===== config.mk =====
export PLATFORM = sky130hd
export DESIGN_NAME = usrt_result_tx_flat
export DESIGN_NICKNAME = d
export VERILOG_FILES = /design/src/rtl/usrt_result_tx_if.sv /design/src/rtl/usrt_result_tx.sv /design/src/flat_wrapper.sv
export SDC_FILE = /design/constraint.sdc
export NUM_CORES = 1
export LEC_CHECK = 0
export CAP_MARGIN = 20
export CORE_ASPECT_RATIO = 1.5
export CORE_MARGIN = 2
export CORE_UTILIZATION = 53
export DETAILED_ROUTE_END_ITERATION = 12
export PLACE_DENSITY_LB_ADDON = 0.12
export SYNTH_ARGS = -nofsm -noshare
export SYNTH_HDL_FRONTEND = slang
export SYNTH_SLANG_ARGS = --single-unit

===== constraint.sdc =====
create_clock -name clk16M -period 1.8 [get_ports clk16M]
set_input_delay 0.36 -clock clk16M [delete_from_list [all_inputs] [get_ports clk16M]]
set_output_delay 0.36 -clock clk16M [all_outputs]
set_load 0.05 [all_outputs]

===== src/rtl/usrt_result_tx_if.sv =====
// Request/response bundle between the result source and the serial result transmitter.
// The master side issues start with the payload; the slave side returns the serial link and status.
interface usrt_result_tx_if;
  localparam int unsigned RES_W = 16;
  localparam int unsigned CMD_W = 4;

  logic             start;
  logic [RES_W-1:0] result;
  logic [CMD_W-1:0] cmd;
  logic             err;
  logic             usrt_clk;
  logic             usrt_tx;
  logic             busy;
  logic             done;

  modport master (
    output start, result, cmd, err,
    input  usrt_clk, usrt_tx, busy, done
  );

  modport slave (
    input  start, result, cmd, err,
    output usrt_clk, usrt_tx, busy, done
  );
endinterface


===== src/rtl/usrt_result_tx.sv =====
// Serial result transmitter: latches result/cmd/err on start and sends a 5-byte frame
// (header, flags+cmd, result hi, result lo, xor checksum) MSB first over a clock+data link.
module usrt_result_tx #(
  parameter int unsigned CLK_DIV = 8,
  parameter logic [7:0]  HEADER  = 8'hA5
) (
  input  logic             clk16M,
  input  logic             rst,
  usrt_result_tx_if.slave  bus
);

  localparam int unsigned DIV_W  = 8;
  localparam int unsigned BYTE_W = 8;
  localparam logic [DIV_W-1:0] DIV_LAST = DIV_W'(CLK_DIV - 1);

  typedef enum logic [1:0] {
    IDLE  = 2'd0,
    LOAD  = 2'd1,
    SHIFT = 2'd2,
    GAP   = 2'd3
  } state_t;

  state_t               state;
  logic [15:0]          lat_result;
  logic [3:0]           lat_cmd;
  logic                 lat_err;
  logic [4*BYTE_W-1:0]  pend;
  logic [BYTE_W-1:0]    sh;
  logic [DIV_W-1:0]     div;
  logic [2:0]           bit_cnt;
  logic [2:0]           byte_cnt;
  logic                 gap_half;
  logic                 uclk;
  logic                 tx;
  logic                 busy;
  logic                 done;

  logic [BYTE_W-1:0]    b1_c;
  logic [BYTE_W-1:0]    b2_c;
  logic [BYTE_W-1:0]    b3_c;
  logic [BYTE_W-1:0]    b4_c;
  logic                 tick_c;

  // Frame bytes after the header, built from the latched payload
  assign b1_c   = {lat_err, 3'b000, lat_cmd};
  assign b2_c   = lat_result[15:8];
  assign b3_c   = lat_result[7:0];
  assign b4_c   = HEADER ^ b1_c ^ b2_c ^ b3_c;
  assign tick_c = (div == DIV_LAST);

  assign bus.usrt_clk = uclk;
  assign bus.usrt_tx  = tx;
  assign bus.busy     = busy;
  assign bus.done     = done;

  always_ff @(posedge clk16M or negedge rst) begin
    if (!rst) begin
      state      <= IDLE;
      lat_result <= '0;
      lat_cmd    <= '0;
      lat_err    <= 1'b0;
      pend       <= '0;
      sh         <= '0;
      div        <= '0;
      bit_cnt    <= '0;
      byte_cnt   <= '0;
      gap_half   <= 1'b0;
      uclk       <= 1'b1;
      tx         <= 1'b1;
      busy       <= 1'b0;
      done       <= 1'b0;
    end else begin
      done <= 1'b0;
      case (state)
        IDLE: begin
          if (bus.start) begin
            lat_result <= bus.result;
            lat_cmd    <= bus.cmd;
            lat_err    <= bus.err;
            state      <= LOAD;
          end
        end

        LOAD: begin
          sh       <= HEADER;
          pend     <= {b1_c, b2_c, b3_c, b4_c};
          div      <= '0;
          bit_cnt  <= '0;
          byte_cnt <= '0;
          busy     <= 1'b1;
          state    <= SHIFT;
        end

        SHIFT: begin
          div <= tick_c ? '0 : div + DIV_W'(1);
          if (tick_c) begin
            uclk <= ~uclk;
            if (uclk) begin
              // Falling edge: present the next bit for a full usrt_clk period
              tx <= sh[BYTE_W-1];
              sh <= {sh[BYTE_W-2:0], 1'b0};
            end else if (bit_cnt == 3'd7) begin
              // Rising edge closing a byte: queue the next one with no gap
              bit_cnt <= '0;
              if (byte_cnt == 3'd4) begin
                gap_half <= 1'b0;
                state    <= GAP;
              end else begin
                sh       <= pend[4*BYTE_W-1 -: BYTE_W];
                pend     <= {pend[3*BYTE_W-1:0], BYTE_W'(0)};
                byte_cnt <= byte_cnt + 3'd1;
              end
            end else begin
              bit_cnt <= bit_cnt + 3'd1;
            end
          end
        end

        GAP: begin
          div <= tick_c ? '0 : div + DIV_W'(1);
          if (tick_c) begin
            // Data returns high where the next falling edge would have been
            if (!gap_half) begin
              tx       <= 1'b1;
              gap_half <= 1'b1;
            end else begin
              busy  <= 1'b0;
              done  <= 1'b1;
              state <= IDLE;
            end
          end
        end

        default: state <= IDLE;
      endcase
    end
  end

endmodule


===== src/flat_wrapper.sv =====
// flat-port wrapper written by rule: the top's interface ports become plain ports
module usrt_result_tx_flat 
#(
  parameter int unsigned CLK_DIV = 8,
  parameter logic [7:0]  HEADER  = 8'hA5
)
  (clk16M, rst, bus_start, bus_result, bus_cmd, bus_err, bus_usrt_clk, bus_usrt_tx, bus_busy, bus_done);
  usrt_result_tx_if bus_i ();
  input  logic clk16M;
  input  logic rst;
  input wire logic [$bits(bus_i.start)-1:0] bus_start;
  input wire logic [$bits(bus_i.result)-1:0] bus_result;
  input wire logic [$bits(bus_i.cmd)-1:0] bus_cmd;
  input wire logic [$bits(bus_i.err)-1:0] bus_err;
  output wire logic [$bits(bus_i.usrt_clk)-1:0] bus_usrt_clk;
  output wire logic [$bits(bus_i.usrt_tx)-1:0] bus_usrt_tx;
  output wire logic [$bits(bus_i.busy)-1:0] bus_busy;
  output wire logic [$bits(bus_i.done)-1:0] bus_done;
  assign bus_i.start = bus_start;
  assign bus_i.result = bus_result;
  assign bus_i.cmd = bus_cmd;
  assign bus_i.err = bus_err;
  assign bus_usrt_clk = bus_i.usrt_clk;
  assign bus_usrt_tx = bus_i.usrt_tx;
  assign bus_busy = bus_i.busy;
  assign bus_done = bus_i.done;
  usrt_result_tx #(.CLK_DIV(CLK_DIV), .HEADER(HEADER)) u_core (.clk16M(clk16M), .rst(rst), .bus(bus_i));
endmodule

==> results of run 1 <==
## power by group
group | internal, mW | leakage, nW | switching, mW
Combinational | 2.74 | 0.983 | 2.13
Clock | 0.864 | 0.116 | 0.685
Sequential | 2.56 | 0.994 | 0.488
Total | 6.17 | 2.09 | 3.30
## worst register-to-register path: cells and delay by family, from the launching register on
family / cells / cell delay, ns
AOI/OAI and AO/OA: 1 / 0.20
and+or+nand+nor: 3 / 1.12
DFF: 1 / 0.39
## cells by family after synthesis
family / share of synthesized area (%)
AND/OR/NAND/NOR: 12.2
flip-flops: 52.7
AO/OA/AOI/OAI: 16.0
multiplexers: 9.21
buffers and inverters: 3.59
XOR/XNOR: 3.14
adder cells (fa/ha/maj): 3.21
## what timing repair did
item                                    in CTS  in global routing
gates cloned                                 0                  2
hold buffers                                 1                  0
endpoints found under the setup margin      42                 46
pin swaps                                    1                  8
gates resized for setup                     11                 26
setup buffers                                1                  2
endpoints found under the hold margin       14                  0
## layer usage
| layer | vias to the layer above | routed length (um) |
|---|---|---|
| met5 | - | 0 |
| met4 | 0 | 198 |
| met3 | 18 | 246 |
| met2 | 48 | 4440 |
| met1 | 1396 | 3250 |
| li1 | 1338 | - |
## synthesized netlist by cell type (3+ instances only)
| library cell | n |
|---|---|
| nor2_1 | 9 |
| clkbuf_1 | 11 |
| o221ai_1 | 4 |
| xnor2_1 | 9 |
| ha_1 | 10 |
| a21o_1 | 3 |
| mux2_2 | 23 |
| xor2_1 | 5 |
| nand3_1 | 12 |
| dfrtp_1 | 80 |
| o221a_2 | 21 |
| o21ai_0 | 9 |
| nand4_1 | 3 |
| nand2b_1 | 24 |
| a22o_1 | 9 |
| buf_2 | 4 |
| inv_1 | 15 |
| nand2_1 | 20 |
| or2_2 | 4 |
| mux2i_1 | 10 |
| a21oi_1 | 6 |
| or4_1 | 3 |
| o211ai_1 | 4 |
| o2bb2ai_1 | 4 |
| and3_1 | 3 |
| a2bb2oi_1 | 4 |
## state kept, by name, indices dropped and copies added (netlist names)
register             count
u_core.bus.usrt_clk      1
u_core.bus.busy          1
u_core.bit_cnt           3
u_core.bus.done          1
u_core.state             2
u_core.div               8
u_core.pend             32
u_core.lat_result       16
u_core.sh                8
u_core.lat_err           1
u_core.gap_half          1
u_core.lat_cmd           4
u_core.bus.usrt_tx       1
u_core.byte_cnt          3
## stage by stage
| step | util (%) | TNS (ns) | worst slack [ns] | instance area, sq um | hold slack, ns |
|---|---|---|---|---|---|
| after floorplan | - | 0 | 0.0106 | 3940 | 0.0644 |
| after global placement | 64.2 | -0.184 | -0.0225 | 4610 | 0.237 |
| after detailed placement | 64.2 | -1.10 | -0.0606 | 4610 | 0.238 |
| after CTS | 68.2 | -0.00222 | -0.00222 | 4900 | 0.392 |
| after global routing | 70.6 | -0.688 | -0.0411 | 5070 | 0.409 |
| final | 70.6 | 0 | 0.0102 | 5070 | 0.399 |
## how the worst min path moves through the flow
stage,cells past startpoint,end,start
3_5_place_dp,1,u_core.state[1],rst
4_1_cts,2,u_core.state[1],rst
6_report,2,u_core.state[1],rst
5_1_grt,2,u_core.state[1],rst
3_3_place_gp,1,u_core.state[1],rst
2_1_floorplan,0,u_core.bit_cnt[0],rst
## cell type report
type                       count  area share, %
clock buffer                  11           2.99
clock inverter                 5           1.68
inverter                      15           1.11
multi-input combinational    217           37.1
sequential                    82           40.5
tap                          100           2.47
timing repair buffer          73           14.1
==> load_flow_metrics.sql, run 1 <==
INSERT INTO impl_metrics (metric_group, metric, value, unit) VALUES
('global_route', 'antenna_violations_before_repair', '0', ''),
('sta', 'rsz0062_at_grt', 'true', ''),
('finish', 'layout_commonest_cell', 'dfrtp_1', ''),
('finish', 'fillers', '528', ''),
('critical_path', 'setup.worst_path.end', 'u_core.pend[29]', ''),
('detailed_routing', 'post_drt_wl_per_cell', '16.2', 'um'),
('finish', 'footprint_of_the_multi_input_gates', '1880', 'sq um'),
('floorplanning', 'starting_density', '54.3', '%'),
('clocking', 'clock_insertion_delay_worst_skew', '0.36', 'ns'),
('global_route', 'groute.usage.overall', '21.4', '%'),
('placed_design', 'buffer_ports.inserted', '27', ''),
('critical_path', 'critical_path.startpoint', 'u_core.div[5]', ''),
('critical_path', 'worstPathBufferInverterCount', '0', ''),
('sta', 'fin_crit_sh', '99.4', '%'),
('yosys', 'netlist.area_leader.share', '51.3', '%'),
('detailed_routing', 'antenna_viol_nets_final', '0', ''),
('finish', 'post_layout_nonfiller_instances', '503', ''),
('run', 'max_cap_violations', '0', ''),
('critical_path', 'r2r.worst_path.cells', '4', ''),
('detailed_routing', 'drcViolationCount', '0', ''),
('placed_design', 'dp_hpwl', '5.53', 'mm'),
('finish', 'num-nets-final', '432', ''),
('yosys', 'synth_area', '3900', 'sq um'),
('critical_path', 'setup.worst_path.class', 'register to register', ''),
('clocking', 'cts.htree.levels', '3', ''),
('finish', 'seqCellArea', '2060', 'sq um'),
('global_route', 'met1_usage', '25.3', '%'),
('critical_path', 'worst_ep_arrival_time', '2.06', 'ns'),
('critical_path', 'critical_path.reg2reg.startpoint', 'u_core.div[5]', ''),
('finish', 'antenna_cells', '0', ''),
('critical_path', 'worstPathMaxFanout', '5', ''),
('run_status', 'result_of_the_run', 'complete, no violations', ''),
('hold_path', 'hold_class', 'primary input to asynchronous set/reset pin', ''),
('floorplanning', 'die_span_y', '109', 'um'),
('placed_design', 'place.gp.congestion', '0.796', ''),
('yosys', 'netlist-cell-type-count', '42', ''),
('clocking', 'cts_num_sinks', '82', ''),
('detailed_routing', 'vias', '2800', ''),
('global_route', 'wire_length_of_the_first_global_routing_pass', '13.0', 'mm'),
('yosys', 'synthCells', '331', ''),
('critical_path', 'worstSetupEndpointType', 'register', ''),
('critical_path', 'crit_reg_reg_endpoint', 'u_core.pend[29]', ''),
('sta', 'final_period_minus_worst_setup_slack', '1.79', 'ns'),
('clocking', 'cts_root_buf', 'clkbuf_8', ''),
('floorplanning', 'die_x', '74.0', 'um'),
('sta', 'hold_violations', '0', ''),
('yosys', 'mappedNetlistNets', '365', ''),
('placed_design', 'numPlacedInstances', '481', ''),
('clocking', 'worst_setup_hold_path_clk_slew', '0.09', 'ns'),
('yosys', 'yosys.area.top_type', 'dfrtp_1', ''),
('critical_path', 'critPathTopFamily', 'simple AND/OR/NAND/NOR gates', ''),
('global_route', 'grt.met3_usage', '3.60', '%'),
('yosys', 'synth_seq_area_share', '52.7', '%'),
('floorplanning', 'core_region_area', '7180', 'sq um'),
('sta', 'skew', '0.00718', 'ns'),
('detailed_routing', 'detail_route.first_pass.iterations', '4', ''),
('yosys', 'yosys_most_used_dff', 'dfrtp_1', ''),
('clocking', 'cts-root-to-sink-buffers', '2', ''),
('yosys', 'register_bit_total_from_synthesis', '82', ''),
('critical_path', 'critical_path_depth', '4', ''),
('global_route', 'global_route.usage.met2', '37.1', '%'),
('floorplanning', 'total_die_area', '8070', 'sq um'),
('sta', 'final-max-slew-violation-count', '0', ''),
('global_route', 'pin_count_of_the_biggest_net_entering_global_routing', '35', ''),
('yosys', 'synthesis.area_per_instance', '11.8', 'sq um'),
('sta', 'setup_viol', '0', ''),
('detailed_routing', 'initialDrtViolationCount', '138', ''),
('critical_path', 'crit_required', '2.07', 'ns'),
('sta', 'max_slew.worst_pin.slew', '0.374', 'ns'),
('yosys', 'post_synth_main_area_contributors', 'dfrtp_1 51%, mux2_2 6.6%, o221a_2 6.1%', ''),
('finish', 'mostFrequentLayoutCells', '79 x dfrtp_1, 38 x buf_4, 24 x nand2b_1', '');
Note: power is estimated with default switching activity, not from simulation.
==> run 2, diff against run 1 <==
--- a/config.mk
+++ b/config.mk
@@ -10,7 +10,7 @@
 export CORE_MARGIN = 2
 export CORE_UTILIZATION = 53
 export DETAILED_ROUTE_END_ITERATION = 12
-export PLACE_DENSITY_LB_ADDON = 0.12
+export PLACE_DENSITY = 0.87
 export SYNTH_ARGS = -nofsm -noshare
 export SYNTH_HDL_FRONTEND = slang
 export SYNTH_SLANG_ARGS = --single-unit
==> load_flow_metrics.sql, run 2 (synthesis results as in run 1) <==
INSERT INTO impl_metrics (metric_group, metric, value, unit) VALUES
('finish', 'footprint_of_the_multi_input_gates', '1940', 'sq um'),
('critical_path', 'timing.critical_path.slowest_stage_cell', 'dfrtp_1', ''),
('critical_path', 'cp-start-kind', 'register', ''),
('finish', 'layout_commonest_cell', 'dfrtp_1', ''),
('sta', 'timing.max_slew.rel_slack', '74.5', '%'),
('power', 'total_power', '9.25', 'mW'),
('clocking', 'worst_setup_hold_path_clk_slew', '0.09', 'ns'),
('critical_path', 'crit_required', '2.04', 'ns'),
('finish', 'seqCellArea', '2050', 'sq um'),
('critical_path', 'r2r_slack', '-0.03', 'ns'),
('clocking', 'tritoncts', 'built', ''),
('sta', 'rsz0062_at_grt', 'true', ''),
('detailed_routing', 'antenna_viol_nets_final', '0', ''),
('finish', 'fin_util', '70.2', '%'),
('clocking', 'cts.htree.levels', '3', ''),
('critical_path', 'worstSetupEndpointType', 'register', ''),
('sta', 'fin_crit_sh', '102', '%'),
('detailed_routing', 'wl', '8.65', 'mm'),
('placed_design', 'numPlacedInstances', '475', ''),
('detailed_routing', 'routed.top_layer', 'met4', ''),
('placed_design', 'dp_hpwl', '5.71', 'mm'),
('placed_design', 'dpl-instance-area', '4550', 'sq um'),
('critical_path', 'worstPathMaxFanout', '8', ''),
('global_route', 'vias_in_the_first_global_route', '2967', ''),
('detailed_routing', 'wl_met1', '3.29', 'mm'),
('global_route', 'wire_length_of_the_first_global_routing_pass', '14.3', 'mm'),
('detailed_routing', 'post_drt_wl_per_cell', '17.3', 'um'),
('critical_path', 'setup.worst_path.class', 'register to register', ''),
('finish', 'largest_reg_flops', '32', ''),
('global_route', 'overflow_left_after_global_routing', '0', ''),
('sta', 'clock.fmax', '545', 'MHz'),
('sta', 'final_period_minus_worst_setup_slack', '1.83', 'ns'),
('detailed_routing', 'route.detailed.vias_per_inst', '5.74', ''),
('finish', 'fillers', '483', ''),
('critical_path', 'worst_ep_arrival_time', '2.08', 'ns'),
('sta', 'max_slew.worst_pin.slew', '0.382', 'ns'),
('placed_design', 'place.gp.congestion', '0.862', ''),
('floorplanning', 'die_x', '74.0', 'um'),
('detailed_routing', 'vias', '2870', ''),
('critical_path', 'critPathTopFamily', 'simple AND/OR/NAND/NOR gates', ''),
('floorplanning', 'die_span_y', '109', 'um'),
('run_status', 'violations_in_the_final_reports', 'setup timing', ''),
('floorplanning', 'rows', '38', ''),
('sta', 'final_total_negative_setup_slack', '-0.438', 'ns'),
('run_status', 'result_of_the_run', 'finished with violations', ''),
('finish', 'finish.instance_area', '5040', 'sq um'),
('global_route', 'pin_count_of_the_biggest_net_entering_global_routing', '51', ''),
('placed_design', 'preCtsSetupSlack', '-0.173', 'ns'),
('finish', 'num-nets-final', '429', ''),
('finish', 'post_layout_nonfiller_instances', '500', ''),
('critical_path', 'critPathMostFrequentCell', 'or3_4', ''),
('sta', 'postLayoutSetupSlackWorst', '-0.0335', 'ns'),
('critical_path', 'r2r.worst_path.cells', '4', ''),
('detailed_routing', 'met2_length', '4.76', 'mm'),
('finish', 'largest_register', 'u_core.pend', ''),
('sta', 'hold_violations', '0', ''),
('sta', 'holdWs', '0.354', 'ns'),
('clocking', 'clock_insertion_delay_worst_skew', '0.36', 'ns'),
('critical_path', 'crit_path_cell_trace', 'or3_4 > or3_4 > a21o_4 > a22o_1', ''),
('power', 'cellPowerDensity', '1840', 'nW/um^2'),
('power', 'leakage', '2.06', 'nW'),
('floorplanning', 'total_die_area', '8070', 'sq um'),
('finish', 'antenna_cells', '0', ''),
('finish', 'mostFrequentLayoutCells', '80 x dfrtp_1, 36 x buf_4, 24 x nand2b_1', ''),
('sta', 'final-max-slew-violation-count', '0', ''),
('sta', 'skew', '0.0150', 'ns'),
('global_route', 'antenna_violations_before_repair', '0', ''),
('detailed_routing', 'initialDrtViolationCount', '212', ''),
('critical_path', 'crit_reg_reg_endpoint', 'u_core.pend[2]', ''),
('critical_path', 'critical_path.reg2reg.startpoint', 'u_core.div[3]', ''),
('floorplanning', 'core_region_area', '7180', 'sq um'),
('finish', 'area_growth', '29.3', '%'),
('floorplanning', 'io_pins', '28', ''),
('critical_path', 'worstPathBufferInverterCount', '0', ''),
('clocking', 'numCtsBuffers', '9', ''),
('finish', 'reg.largest.list', 'u_core.pend: 32 flops, u_core.lat_result: 16 flops', ''),
('detailed_routing', 'detail_route.first_pass.iterations', '4', ''),
('detailed_routing', 'met3WireLength', '257', 'um'),
('clocking', 'cts-root-to-sink-buffers', '2', ''),
('hold_path', 'hold_class', 'primary input to asynchronous set/reset pin', ''),
('finish', 'final_layout_size_suffix_gt1_share', '34.8', '%'),
('clocking', 'cts_root_buf', 'clkbuf_8', ''),
('clocking', 'cts_num_sinks', '82', ''),
('power', 'vdd_drop_max', '1.07', 'mV'),
('placed_design', 'buffer_ports.inserted', '27', ''),
('critical_path', 'timing.critical_path.slowest_cell_delay', '0.41', 'ns'),
('detailed_routing', 'drcViolationCount', '0', ''),
('sta', 'setup_viol', '28', ''),
('global_route', 'groute.usage.overall', '23.7', '%'),
('floorplanning', 'starting_density', '54.3', '%'),
('run', 'max_cap_violations', '0', '');
run 2: changes by cell type in the layout (fill, tap and decap cells not counted), moves of 2 or more:
cell	change
o221a_2	-2
clkbuf_1	+4
or2_2	-2
o21ai_2	+2
o221a_4	+2
or2_4	+2
buf_4	-2
run 2: routing by layer:
metal | global-route usage [%] | vias up
met2 | 40.1 | 71
li1 | - | 1330
met4 | 11.6 | 0
met1 | 27.7 | 1441
met5 | 0 | -
met3 | 5.64 | 28
run 2: worst max-delay path by stage:
stage                           start         endpoint  cells after the start
global placement    u_core.bit_cnt[0]     u_core.sh[2]                      7
global route        u_core.bit_cnt[1]  u_core.pend[12]                      7
CTS                     u_core.div[5]   u_core.pend[2]                      4
finish                  u_core.div[3]   u_core.pend[2]                      4
detailed placement  u_core.bit_cnt[0]     u_core.sh[0]                      7
floorplan             u_core.state[0]     u_core.sh[1]                      7
run 2: layout make-up:
class / instances / area share, %
clock buffer: 14 / 3.03
clock inverter: 2 / 1.19
inverter: 15 / 1.12
multi-input combinational: 218 / 38.4
sequential: 82 / 40.8
tap: 100 / 2.48
timing repair buffer: 69 / 13.0
run 2: power breakdown:
part / switching [mW] / internal (mW)
combinational: 2.16 / 2.57
clock: 0.642 / 0.823
sequential: 0.495 / 2.56
total: 3.30 / 5.95
run 2: repair_timing:
action / 4_1_cts / 5_1_grt
hold endpoints to repair: 7 / 0
buffers inserted: 6 / 2
hold buffers: 1 / 0
cloned: 1 / 0
gates resized for setup: 25 / 20
pin swaps: 10 / 9
endpoints found under the setup margin: 42 / 44
==> run 3, diff against run 2 <==
--- a/config.mk
+++ b/config.mk
@@ -8,9 +8,9 @@
 export CAP_MARGIN = 20
 export CORE_ASPECT_RATIO = 1.5
 export CORE_MARGIN = 2
-export CORE_UTILIZATION = 53
+export CORE_UTILIZATION = 42
 export DETAILED_ROUTE_END_ITERATION = 12
-export PLACE_DENSITY = 0.87
+export PLACE_DENSITY = 0.74
 export SYNTH_ARGS = -nofsm -noshare
 export SYNTH_HDL_FRONTEND = slang
 export SYNTH_SLANG_ARGS = --single-unit
==> load_flow_metrics.sql, run 3 (synthesis results as in run 1) <==
INSERT INTO impl_metrics (metric_group, metric, value, unit) VALUES
('run_status', 'result_of_the_run', 'complete, no violations', ''),
('placed_design', 'dpl-instance-area', '4630', 'sq um'),
('floorplanning', 'io_pins', '28', ''),
('detailed_routing', 'drcViolationCount', '0', ''),
('critical_path', 'setup.worst_path.class', 'register to register', ''),
('sta', 'hold_violations', '0', ''),
('detailed_routing', 'initialDrtViolationCount', '140', ''),
('clocking', 'tritoncts', 'built', ''),
('detailed_routing', 'post_drt_wl_per_cell', '15.1', 'um'),
('clocking', 'worst_setup_hold_path_clk_slew', '0.06', 'ns'),
('detailed_routing', 'route.detailed.vias_per_inst', '5.44', ''),
('sta', 'final_period_minus_worst_setup_slack', '1.78', 'ns'),
('finish', 'antenna_cells', '0', ''),
('placed_design', 'dp_hpwl', '5.36', 'mm'),
('clocking', 'cts_root_buf', 'clkbuf_16', ''),
('floorplanning', 'rows', '43', ''),
('clocking', 'cts.htree.levels', '3', ''),
('finish', 'largest_reg_flops', '32', ''),
('detailed_routing', 'antenna_viol_nets_final', '0', ''),
('floorplanning', 'die_x', '82.7', 'um'),
('sta', 'final-max-slew-violation-count', '0', ''),
('finish', 'largest_register', 'u_core.pend', ''),
('critical_path', 'r2r_slack', '0.02', 'ns'),
('floorplanning', 'die_span_y', '122', 'um'),
('global_route', 'vias_in_the_first_global_route', '2884', ''),
('sta', 'skew', '0.00793', 'ns'),
('finish', 'reg.largest.list', 'u_core.pend: 32 flops, u_core.lat_result: 16 flops', ''),
('critical_path', 'cp-start-kind', 'register', ''),
('finish', 'fin_util', '56.0', '%'),
('global_route', 'overflow_left_after_global_routing', '0', ''),
('global_route', 'pin_count_of_the_biggest_net_entering_global_routing', '34', ''),
('finish', 'final_layout_size_suffix_gt1_share', '34.2', '%'),
('sta', 'fin_crit_sh', '98.9', '%'),
('clocking', 'cts_num_sinks', '82', ''),
('run', 'max_cap_violations', '0', ''),
('hold_path', 'hold_class', 'primary input to asynchronous set/reset pin', ''),
('power', 'leakage', '2.13', 'nW'),
('sta', 'setup_viol', '0', ''),
('sta', 'max_slew.worst_pin.slew', '0.356', 'ns'),
('placed_design', 'numPlacedInstances', '495', ''),
('placed_design', 'buffer_ports.inserted', '27', ''),
('finish', 'num-nets-final', '435', ''),
('detailed_routing', 'detail_route.first_pass.iterations', '4', ''),
('clocking', 'numCtsBuffers', '9', ''),
('finish', 'finish.instance_area', '5120', 'sq um'),
('clocking', 'cts-root-to-sink-buffers', '2', ''),
('sta', 'clock.fmax', '562', 'MHz'),
('floorplanning', 'core_region_area', '9150', 'sq um'),
('detailed_routing', 'wl', '7.82', 'mm'),
('finish', 'area_growth', '31.3', '%'),
('critical_path', 'worstPathMaxFanout', '17', ''),
('critical_path', 'worst_ep_arrival_time', '2.06', 'ns'),
('sta', 'rsz0062_at_grt', 'true', ''),
('finish', 'mostFrequentLayoutCells', '79 x dfrtp_1, 44 x buf_4, 24 x nand2b_1', ''),
('finish', 'fillers', '776', ''),
('placed_design', 'place.gp.congestion', '0.859', ''),
('global_route', 'groute.usage.overall', '17.5', '%'),
('critical_path', 'crit_reg_reg_endpoint', 'u_core.pend[10]', ''),
('critical_path', 'critical_path.reg2reg.startpoint', 'u_core.div[3]', ''),
('critical_path', 'worstSetupEndpointType', 'register', ''),
('floorplanning', 'starting_density', '42.6', '%'),
('detailed_routing', 'vias', '2816', ''),
('floorplanning', 'total_die_area', '10100', 'sq um'),
('finish', 'post_layout_nonfiller_instances', '518', ''),
('critical_path', 'crit_required', '2.08', 'ns'),
('global_route', 'wire_length_of_the_first_global_routing_pass', '13.2', 'mm'),
('clocking', 'clock_insertion_delay_worst_skew', '0.34', 'ns'),
('power', 'cellPowerDensity', '1860', 'nW/um^2'),
('global_route', 'antenna_violations_before_repair', '0', ''),
('critical_path', 'r2r.worst_path.cells', '5', ''),
('finish', 'layout_commonest_cell', 'dfrtp_1', ''),
('critical_path', 'setup.worst_path.end', 'u_core.pend[10]', ''),
('sta', 'holdWs', '0.463', 'ns'),
('critical_path', 'critical_path.startpoint', 'u_core.div[3]', ''),
('sta', 'timing.max_slew.rel_slack', '76.2', '%'),
('power', 'vdd_drop_max', '0.894', 'mV');
[run 3: changes by cell type in the layout (fill, tap and decap cells not counted), moves of 4 or more]
cell       delta
clkbuf_1      -4
buf_4         +8
o2bb2ai_2     -4
o2bb2ai_1     +4
clkbuf_8      -9
clkbuf_16     +9
[run 3: final cells by class]
class	instances	area (sq um)	share of cell area, %
clock buffer	10	239	4.67
clock inverter	6	95.1	1.86
inverter	15	56.3	1.10
multi-input combinational	217	1830	35.7
sequential	82	2060	40.2
tap	112	140	2.74
timing repair buffer	76	706	13.8
[run 3: stage by stage]
step / total power [mW] / TNS (ns) / worst slack [ns]
finish: 9.51 / 0 / 0.0191
global route: 10.2 / -0.527 / -0.0304
CTS: 9.47 / 0 / 0.00811
detailed placement: 7.26 / -1.22 / -0.0903
global placement: 7.09 / -0.00586 / -0.00160
floorplan: 6.00 / 0 / 0.0106
[run 3: what timing repair did]
item                                    in CTS  in global routing
pin swaps                                    1                  7
setup buffers                                1                  3
gates resized for setup                     11                 19
endpoints found under the hold margin       21                  0
endpoints found under the setup margin      42                 42
hold buffers                                 1                  0
cloned                                       0                  2
[run 3: how the worst min path moves through the flow]
stage,endpoint,start,slack (ns)
after floorplan,u_core.bit_cnt[0],rst,0.06
after global placement,u_core.div[7],rst,0.30
after detailed placement,u_core.bus.busy,rst,0.30
after CTS,u_core.byte_cnt[2],rst,0.47
after global routing,u_core.pend[28],rst,0.51
final,u_core.bus.busy,rst,0.46
[run 3: power breakdown]
group	switching, mW	internal (mW)	total (mW)	leakage, nW
Combinational	1.92	2.53	4.45	0.971
Sequential	0.479	2.57	3.05	0.994
Clock	0.752	1.27	2.02	0.164
[run 3: critical path: stages, from the launching register on]
cell and delay [ns]:
dfrtp_1 0.38, or3_4 0.40, or3_4 0.38, a21oi_4 0.20, buf_12 0.16, o221a_2 0.20
[run 3: per-layer routing]
metal / global-route usage, % / share of wire, % / wire length (um) / vias to the layer above
met5: 0 / 0 / 0 / -
met3: 5.33 / 3.1 / 246 / 19
met1: 19.8 / 39 / 3050 / 1392
li1: - / - / - / 1350
met4: 10.1 / 3.7 / 292 / 0
met2: 28.4 / 54 / 4230 / 55
